### config.mk
export PLATFORM = sky130hd
export DESIGN_NAME = acc_host
export DESIGN_NICKNAME = d
export VERILOG_FILES = /design/src/rtl/acc_pkg.sv /design/src/rtl/acc_host_timer.sv /design/src/rtl/acc_host.sv
export SDC_FILE = /design/constraint.sdc
export NUM_CORES = 2
export LEC_CHECK = 0
export ABC_AREA = 1
export CAP_MARGIN = 20
export CORE_AREA = 10 10 321 323
export DETAILED_ROUTE_END_ITERATION = 8
export DIE_AREA = 0 0 331 333
export SYNTH_ARGS = -nofsm -noshare
export SYNTH_HDL_FRONTEND = slang
export SYNTH_HIERARCHICAL = 1
export SYNTH_SLANG_ARGS = --single-unit
### constraint.sdc
create_clock -name clk -period 33.5 [get_ports clk]
set_input_delay 6.7 -clock clk [delete_from_list [all_inputs] [get_ports clk]]
set_output_delay 6.7 -clock clk [all_outputs]
set_load 0.1 [all_outputs]
### src/rtl/acc_pkg.sv
// Shared constants and FSM state encoding for the accelerator host.
// Latency: none (declarations only).
// Backpressure: n/a.
package acc_pkg;

  localparam logic [4:0]  ADDR_CTRL = 5'd16;
  localparam logic [4:0]  ADDR_ID   = 5'd17;
  localparam logic [31:0] CMD_START = 32'hFFFFFFFF;
  localparam logic [31:0] CMD_ACK   = 32'h0F0F0F0F;
  localparam logic [31:0] CMD_RST   = 32'hFF0000FF;
  localparam logic [31:0] ID_VALUE  = 32'h11111111;

  typedef enum logic [2:0] {
    IDLE,
    LOAD,
    START,
    WAIT,
    READ,
    ACK,
    OUT
`ifdef ACC_HOST_PROBE_EN
    , PROBE
`endif
  } state_t;

endpackage

### src/rtl/acc_host_timer.sv
// Loadable down-counter; done pulses for one cycle when the loaded count expires.
// Latency: done asserts load_val cycles after the cycle in which load is high.
// Backpressure: none; a new load restarts the count.
module acc_host_timer (
  input  logic       clk,
  input  logic       reset,
  input  logic       load,
  input  logic [7:0] load_val,
  output logic       done
);

  logic [7:0] cnt_q;

  // Count down from the loaded value and park at zero.
  always_ff @(posedge clk or posedge reset) begin
    if (reset) begin
      cnt_q <= 8'd0;
    end else if (load) begin
      cnt_q <= load_val;
    end else if (cnt_q != 8'd0) begin
      cnt_q <= cnt_q - 8'd1;
    end
  end

  // The last counted cycle is the one holding a count of one.
  assign done = (cnt_q == 8'd1);

endmodule

### src/rtl/acc_host.sv
// Streams a 512-bit block into an Avalon-MM hash accelerator and returns the 256-bit hash (optional ID probe: ACC_HOST_PROBE_EN).
// Latency: hash_valid rises 27+EXE_WAIT cycles after block accept.
// Backpressure: blk_ready only in IDLE; hash held stable until hash_ready.
module acc_host
  import acc_pkg::*;
#(
  parameter int EXE_WAIT = 80
) (
  input  logic         clk,
  input  logic         reset,
  input  logic         blk_valid,
  output logic         blk_ready,
  input  logic [511:0] blk_data,
  output logic         hash_valid,
  input  logic         hash_ready,
  output logic [255:0] hash_data,
  output logic         m_chipselect,
  output logic         m_write,
  output logic         m_read,
  output logic [4:0]   m_address,
  output logic [31:0]  m_writedata,
  input  logic [31:0]  m_readdata
`ifdef ACC_HOST_PROBE_EN
  , output logic       probe_err
`endif
);

  state_t            state;
  logic [15:0][31:0] blk_q;
  logic [7:0][31:0]  hash_q;
  logic [4:0]        cnt;
  logic              rd_pend;
  logic [2:0]        rd_idx;
  logic              tmr_load;
  logic              tmr_done;
`ifdef ACC_HOST_PROBE_EN
  logic              probed;
`endif

  assign tmr_load     = (state == START);
  assign hash_data    = hash_q;
  assign m_chipselect = m_write | m_read;

  acc_host_timer u_timer (
    .clk      (clk),
    .reset    (reset),
    .load     (tmr_load),
    .load_val (8'(EXE_WAIT)),
    .done     (tmr_done)
  );

  // Main sequencer: registered bus outputs, one transaction per cycle at most.
  always_ff @(posedge clk or posedge reset) begin
    if (reset) begin
      state       <= IDLE;
      blk_ready   <= 1'b0;
      hash_valid  <= 1'b0;
      hash_q      <= '0;
      blk_q       <= '0;
      cnt         <= 5'd0;
      rd_pend     <= 1'b0;
      rd_idx      <= 3'd0;
      m_write     <= 1'b0;
      m_read      <= 1'b0;
      m_address   <= 5'd0;
      m_writedata <= 32'd0;
`ifdef ACC_HOST_PROBE_EN
      probe_err   <= 1'b0;
      probed      <= 1'b0;
`endif
    end else begin
      m_write     <= 1'b0;
      m_read      <= 1'b0;
      m_address   <= 5'd0;
      m_writedata <= 32'd0;
      // Hash reads return one cycle later; the ID read (address bit 4 set) is handled in PROBE.
      rd_pend     <= m_read && !m_address[4];
      rd_idx      <= m_address[2:0];
      if (rd_pend) begin
        hash_q[rd_idx] <= m_readdata;
      end
      case (state)
        IDLE: begin
`ifdef ACC_HOST_PROBE_EN
          if (!probed) begin
            state     <= PROBE;
            m_read    <= 1'b1;
            m_address <= ADDR_ID;
            cnt       <= 5'd0;
          end else
`endif
          if (blk_ready && blk_valid) begin
            blk_q       <= blk_data;
            blk_ready   <= 1'b0;
            state       <= LOAD;
            m_write     <= 1'b1;
            m_address   <= 5'd0;
            m_writedata <= blk_data[31:0];
            cnt         <= 5'd1;
          end else begin
            blk_ready <= 1'b1;
          end
        end
        LOAD: begin
          m_write <= 1'b1;
          if (cnt == 5'd16) begin
            state       <= START;
            m_address   <= ADDR_CTRL;
            m_writedata <= CMD_START;
          end else begin
            m_address   <= cnt;
            m_writedata <= blk_q[cnt[3:0]];
            cnt         <= cnt + 5'd1;
          end
        end
        START: state <= WAIT;
        WAIT: begin
          if (tmr_done) begin
            state     <= READ;
            m_read    <= 1'b1;
            m_address <= 5'd0;
            cnt       <= 5'd1;
          end
        end
        READ: begin
          if (cnt == 5'd8) begin
            state       <= ACK;
            m_write     <= 1'b1;
            m_address   <= ADDR_CTRL;
            m_writedata <= CMD_ACK;
          end else begin
            m_read    <= 1'b1;
            m_address <= cnt;
            cnt       <= cnt + 5'd1;
          end
        end
        ACK: begin
          state      <= OUT;
          hash_valid <= 1'b1;
        end
        OUT: begin
          if (hash_ready) begin
            state      <= IDLE;
            hash_valid <= 1'b0;
            blk_ready  <= 1'b1;
          end
        end
`ifdef ACC_HOST_PROBE_EN
        PROBE: begin
          if (cnt == 5'd0) begin
            cnt <= 5'd1;
          end else begin
            probe_err <= probe_err | (m_readdata != ID_VALUE);
            probed    <= 1'b1;
            state     <= IDLE;
            blk_ready <= 1'b1;
          end
        end
`endif
        default: state <= IDLE;
      endcase
    end
  end

endmodule

-- Word-level counts from Yosys, hierarchy flattened
Index checks and enable logic that the tools add are counted.
- add/subtract/negate cells: 2
- equality and inequality tests: 16
- bitwise logic cells: 1
- order comparisons: 3
- multiplexer cells: 36
- reductions and logical operators: 15
- operator list (kind ; number):
    bitwise mux 256 bit ; 1
    binary-select mux 32 bit (select 4 bit) ; 1
    2-to-1 mux 32 bit ; 4
    demux 32 bit (select 3 bit) ; 1
    case mux 32 bit (3 select lines) ; 1
    2-to-1 mux 5 bit ; 6
    2-to-1 mux 28 bit ; 1
    case mux 3 bit (7 select lines) ; 1
    case mux 5 bit (4 select lines) ; 1
    2-to-1 mux 8 bit ; 2
    2-to-1 mux 3 bit ; 5
    != test 2 bit, second input constant ; 7
    case mux 5 bit (2 select lines) ; 1
    AND reduction 5 bit ; 2
    == test 3 bit, second input constant ; 3
    == test 8 x 1 -> 1 bit, second input constant ; 1
    nonzero test 8 bit ; 1
    subtractor 8 x 1 -> 8 bit, second input constant ; 1
    2-to-1 mux 1 bit ; 7
    == test 3 x 2 -> 1 bit, second input constant ; 2
    case mux 1 bit (2 select lines) ; 3
    AND reduction 2 bit ; 3
    nonzero test 2 bit ; 3
    adder 5 x 1 -> 5 bit, second input constant ; 1
    12 further kinds ; 14
- input port bits: 548
- output and inout bits: 298
- word-level logic and storage cells: 108
- bits in registers: 829

-- Longest topological paths before layout
- depth after elaboration: 5
- gate-level depth with buffers: 13
- mapped depth without buffers: 11

-- Cells and area by module
The synthesis kept the hierarchy.
- modules (own cells, without submodules) (module ; area each (µm²) ; seq. area each (µm²) ; times used ; cells an instance):
    acc_host ; 35545.3 ; 20544.7 ; 1 ; 4396
    acc_host_timer ; 568.0 ; 200.2 ; 1 ; 79

-- Worst setup path before layout
Ideal clock, no wire load.
- kind: register to output
- start point: register m_read
- end point: output port m_chipselect
- required time: 26.800 ns
- arrival time: 1.488 ns
- cell stages (with the launch flop): 2
- path slack: 25.312 ns
- path buffers: 0
- cells stage by stage: dfrtp_1 > or2_2
- cells in the longest elaborated chain, start to end: 1
- RTL lines (item ; line ; RTL):
    from (decl) ; acc_host.sv:19 ; output logic m_read,
    from (signal assigned) ; acc_host.sv:64 ; m_read <= 1'b0;
    from (signal assigned) ; acc_host.sv:73 ; m_read <= 1'b0;
    from (signal assigned) ; acc_host.sv:120 ; m_read <= 1'b1;
    OR 1 bit ; acc_host.sv:42 ; assign m_chipselect = m_write | m_read;
    to (decl) ; acc_host.sv:17 ; output logic m_chipselect,
No other way between the ends.

==> flow_summary_export.csv <==
group,metric,value,unit
critical_path,worstPathArrival,11.29,ns
layout,multi_input_area,0.0127,mm2
routing,dr.pass1.iters,6,
critical_path,cpPeakStageDelay,0.88,ns
placement,place.gp.congestion,0.874,
cts,clock_latency,0.68,ns
pwr,pwr-share-seq,33.6,%
routing,wl_per_cell,23.6,um
layout,fin_util,50.5,%
die,die_x,331,um
cts,cts_buffers,94,
logic_synthesis,postSynthAreaPerCell,8.07,um2
logic_synthesis,netlist_area,0.0361,mm2
placement,dpl.hpwl,115000,um
routing,drtIter0Drc,3026,
layout,final_cells,6572,
pwr,p_int,0.00255,W
layout,final-seq-area,0.0208,mm2
cts,ctsResizeCount,0,
critical_path,cpMaxStageDelayCell,"buf_4",
critical_path,crit_required,34.15,ns
layout,nets,5746,
status,status,"finished clean",
placement,place_inst,6372,
logic_synthesis,synth_warnings,6,
logic_synthesis,synth-seq-cells,829,
sta,worst_slew_pin_slew,1.20,ns
die,rows,114,
routing,ant_nets,0,
logic_synthesis,async_flop_share,100,%
critical_path,crit_chain,"clkdlybuf4s50_1, inv_8, buf_4, buf_4, buf_4, buf_4",
min_path,hold_path.class,"flip-flop to flip-flop",
cts,cts_tree,"built",
pwr,p_clk_share,22.9,%
die,start_util,37.5,%
global_routing,antenna_found_initial,54,
cts,cts-root-buf,"clkbuf_16",
pwr,p_leak,23.5,nW
logic_synthesis,synth_ff_type,"dfrtp_1",
pwr,peakVddDrop,0.126,mV
sta,slew_viol_final,0,
cts,cts-htree-levels,3,
routing,vias,32550,
sta,fin_hold_ws,0.426,ns
layout,drive_above_1_share,4.46,%
die,num_io_pins,846,
logic_synthesis,synth_cell_types,31,
critical_path,critical_path_class,"primary input to async pin",
sta,period_share,31.8,%
routing,finalWirelength,155000,um
sta,layout_min_cycle_time,10.64,ns
pwr,comb_power_share,43.4,%
cts,path_clk_slew,0.06,ns
logic_synthesis,synth-edff-count,0,
layout,n_fill_cell,9550,
pwr,switching_share,45.0,%
sta,setup_viol,0,
pwr,p_per_area,95.2,mW/mm2
flow_run,maxCapViolations,0,
sta,tns,0,ns
global_routing,grt_pass1_vias,31587,
cts,cts_setup_buffers,0,
placement,numPortBuffers,845,
die,core-area,0.0963,mm2
logic_synthesis,yosysSeqAreaShare,57.4,%
critical_path,crit_top_cell,"buf_4",
sta,slew_headroom,20.0,%
layout,area_delta_synth_final,34.6,%
sta,fin_skew,0.0175,ns
die,die_h,333,um
cts,clkSinkCount,829,
critical_path,end_kind,"async pin",
logic_synthesis,syn_inst,4475,
critical_path,critPathMaxFanout,117,
routing,drc,0,
sta,fmax,94.0,MHz
global_routing,grt_pass1_wl,222000,um
global_routing,grt_usage,27.2,%
sta,rsz0062_at_grt,"false",
cts,hold_buffers,0,
global_routing,overflow,0,
sta,finalHoldViolCount,0,
global_routing,grt_max_degree,215,
pwr,p_sw,0.00208,W
routing,via_per_inst,4.95,
die,dieArea,0.110,mm2
cts,clockBufferDepth,3,
critical_path,cp-start-kind,"primary input",
## flip-flops by register name, indices dropped and copies added (netlist names), 3 cells and up
name,count
cnt,5
state,3
hash_data,256
m_address,5
rd_idx,3
u_timer/cnt_q,8
m_writedata,32
blk_q,512
## cell type report
type,count,share of cell area [%]
multi-input cells,2993,26.1
flip-flops and latches,829,42.7
well taps,1276,3.28
clock buffers,141,5.74
inverters,390,3.06
clock inverters,31,0.777
repair buffers,885,18.2
diodes,27,0.139
## Yosys cell counts, drive strengths merged, types with 2 or more instances
cell    instances  area (um2)
o21ai         628        3140
clkbuf        107         402
nor2          138         563
conb            2        7.51
nand3         268        1340
inv           390        1460
o211ai          2        15.0
ha              5        62.6
dfrtp         829       20700
nor3            4        41.3
nand2        1813        6810
nand4           2        18.8
a21oi         119         596
buf           162         857
## power by group through the flow
| stage | clock network, W | logic (W) | registers, W |
|---|---|---|---|
| after floorplan | 0 | 0.000886 | 0.00206 |
| after global placement | 0 | 0.00200 | 0.00156 |
| after detailed placement | 0 | 0.00202 | 0.00157 |
| after CTS | 0.00108 | 0.00203 | 0.00155 |
| after global routing | 0.00112 | 0.00219 | 0.00160 |
| final | 0.00106 | 0.00201 | 0.00156 |
## metal layers
| metal | vias to the layer above | track usage (%) | wire, um |
|---|---|---|---|
| met5 | - | 0 | 281 |
| met1 | 15642 | 34.3 | 62900 |
| met2 | 1162 | 44.7 | 74100 |
| met3 | 216 | 7.67 | 13500 |
| met4 | 42 | 8.94 | 4340 |
| li1 | 15488 | - | - |
## worst paths after layout
| check | start | to | slack (ns) | cells past startpoint |
|---|---|---|---|---|
| setup / recovery | reset | hash_data[125] | 22.86 | 6 |
| hold / removal | m_address[2] | rd_idx[2] | 0.43 | 0 |
| setup reg to reg | state[1] | blk_q[7] | 29.48 | 10 |
| hold reg to reg | m_address[2] | rd_idx[2] | 0.43 | 0 |
| max in group clk | blk_valid | blk_q[7] | 23.72 | 8 |
| min in group asynchronous | reset | u_timer/cnt_q[5] | 6.48 | 2 |
## placed cells by master (no fill, tap or decap), drive strengths merged, types with 4 or more instances in the layout
cell           Yosys  layout
conb               2       8
ha                 5       5
nor2             138     138
nand2           1813    1813
inv              390     395
o21ai            628     628
nor3               4       4
clkbuf           107     141
clkinv             0      18
dfrtp            829     829
a21oi            119     119
nand3            268     268
clkdlybuf4s50      0     839
buf              162      46
bufinv             0       6
diode              0      27
## through the flow
step | total power (W) | setup WS, ns | instance area [um2]
6_report | 0.00463 | 22.86 | 48600
5_1_grt | 0.00491 | 22.18 | 48600
3_5_place_dp | 0.00359 | 21.91 | 45400
3_3_place_gp | 0.00356 | 21.93 | 45300
2_1_floorplan | 0.00295 | 3.74 | 36100
4_1_cts | 0.00466 | 22.64 | 48500
## cells by family after synthesis
group	after synthesis	synth area share, %
AOI/OAI and AO/OA	752	10.5
adders and majority gates	5	0.173
buffers and inverters	659	7.54
other	2	0.0208
DFF	829	57.4
xor gates and xnor gates	2	0.0485
and+or+nand+nor	2226	24.3
## worst max-delay path, delay by kind of cell
kind	cells	cell delay [ns]
buffers and inverters	6	4.35
(Power assumes the default switching activity.)
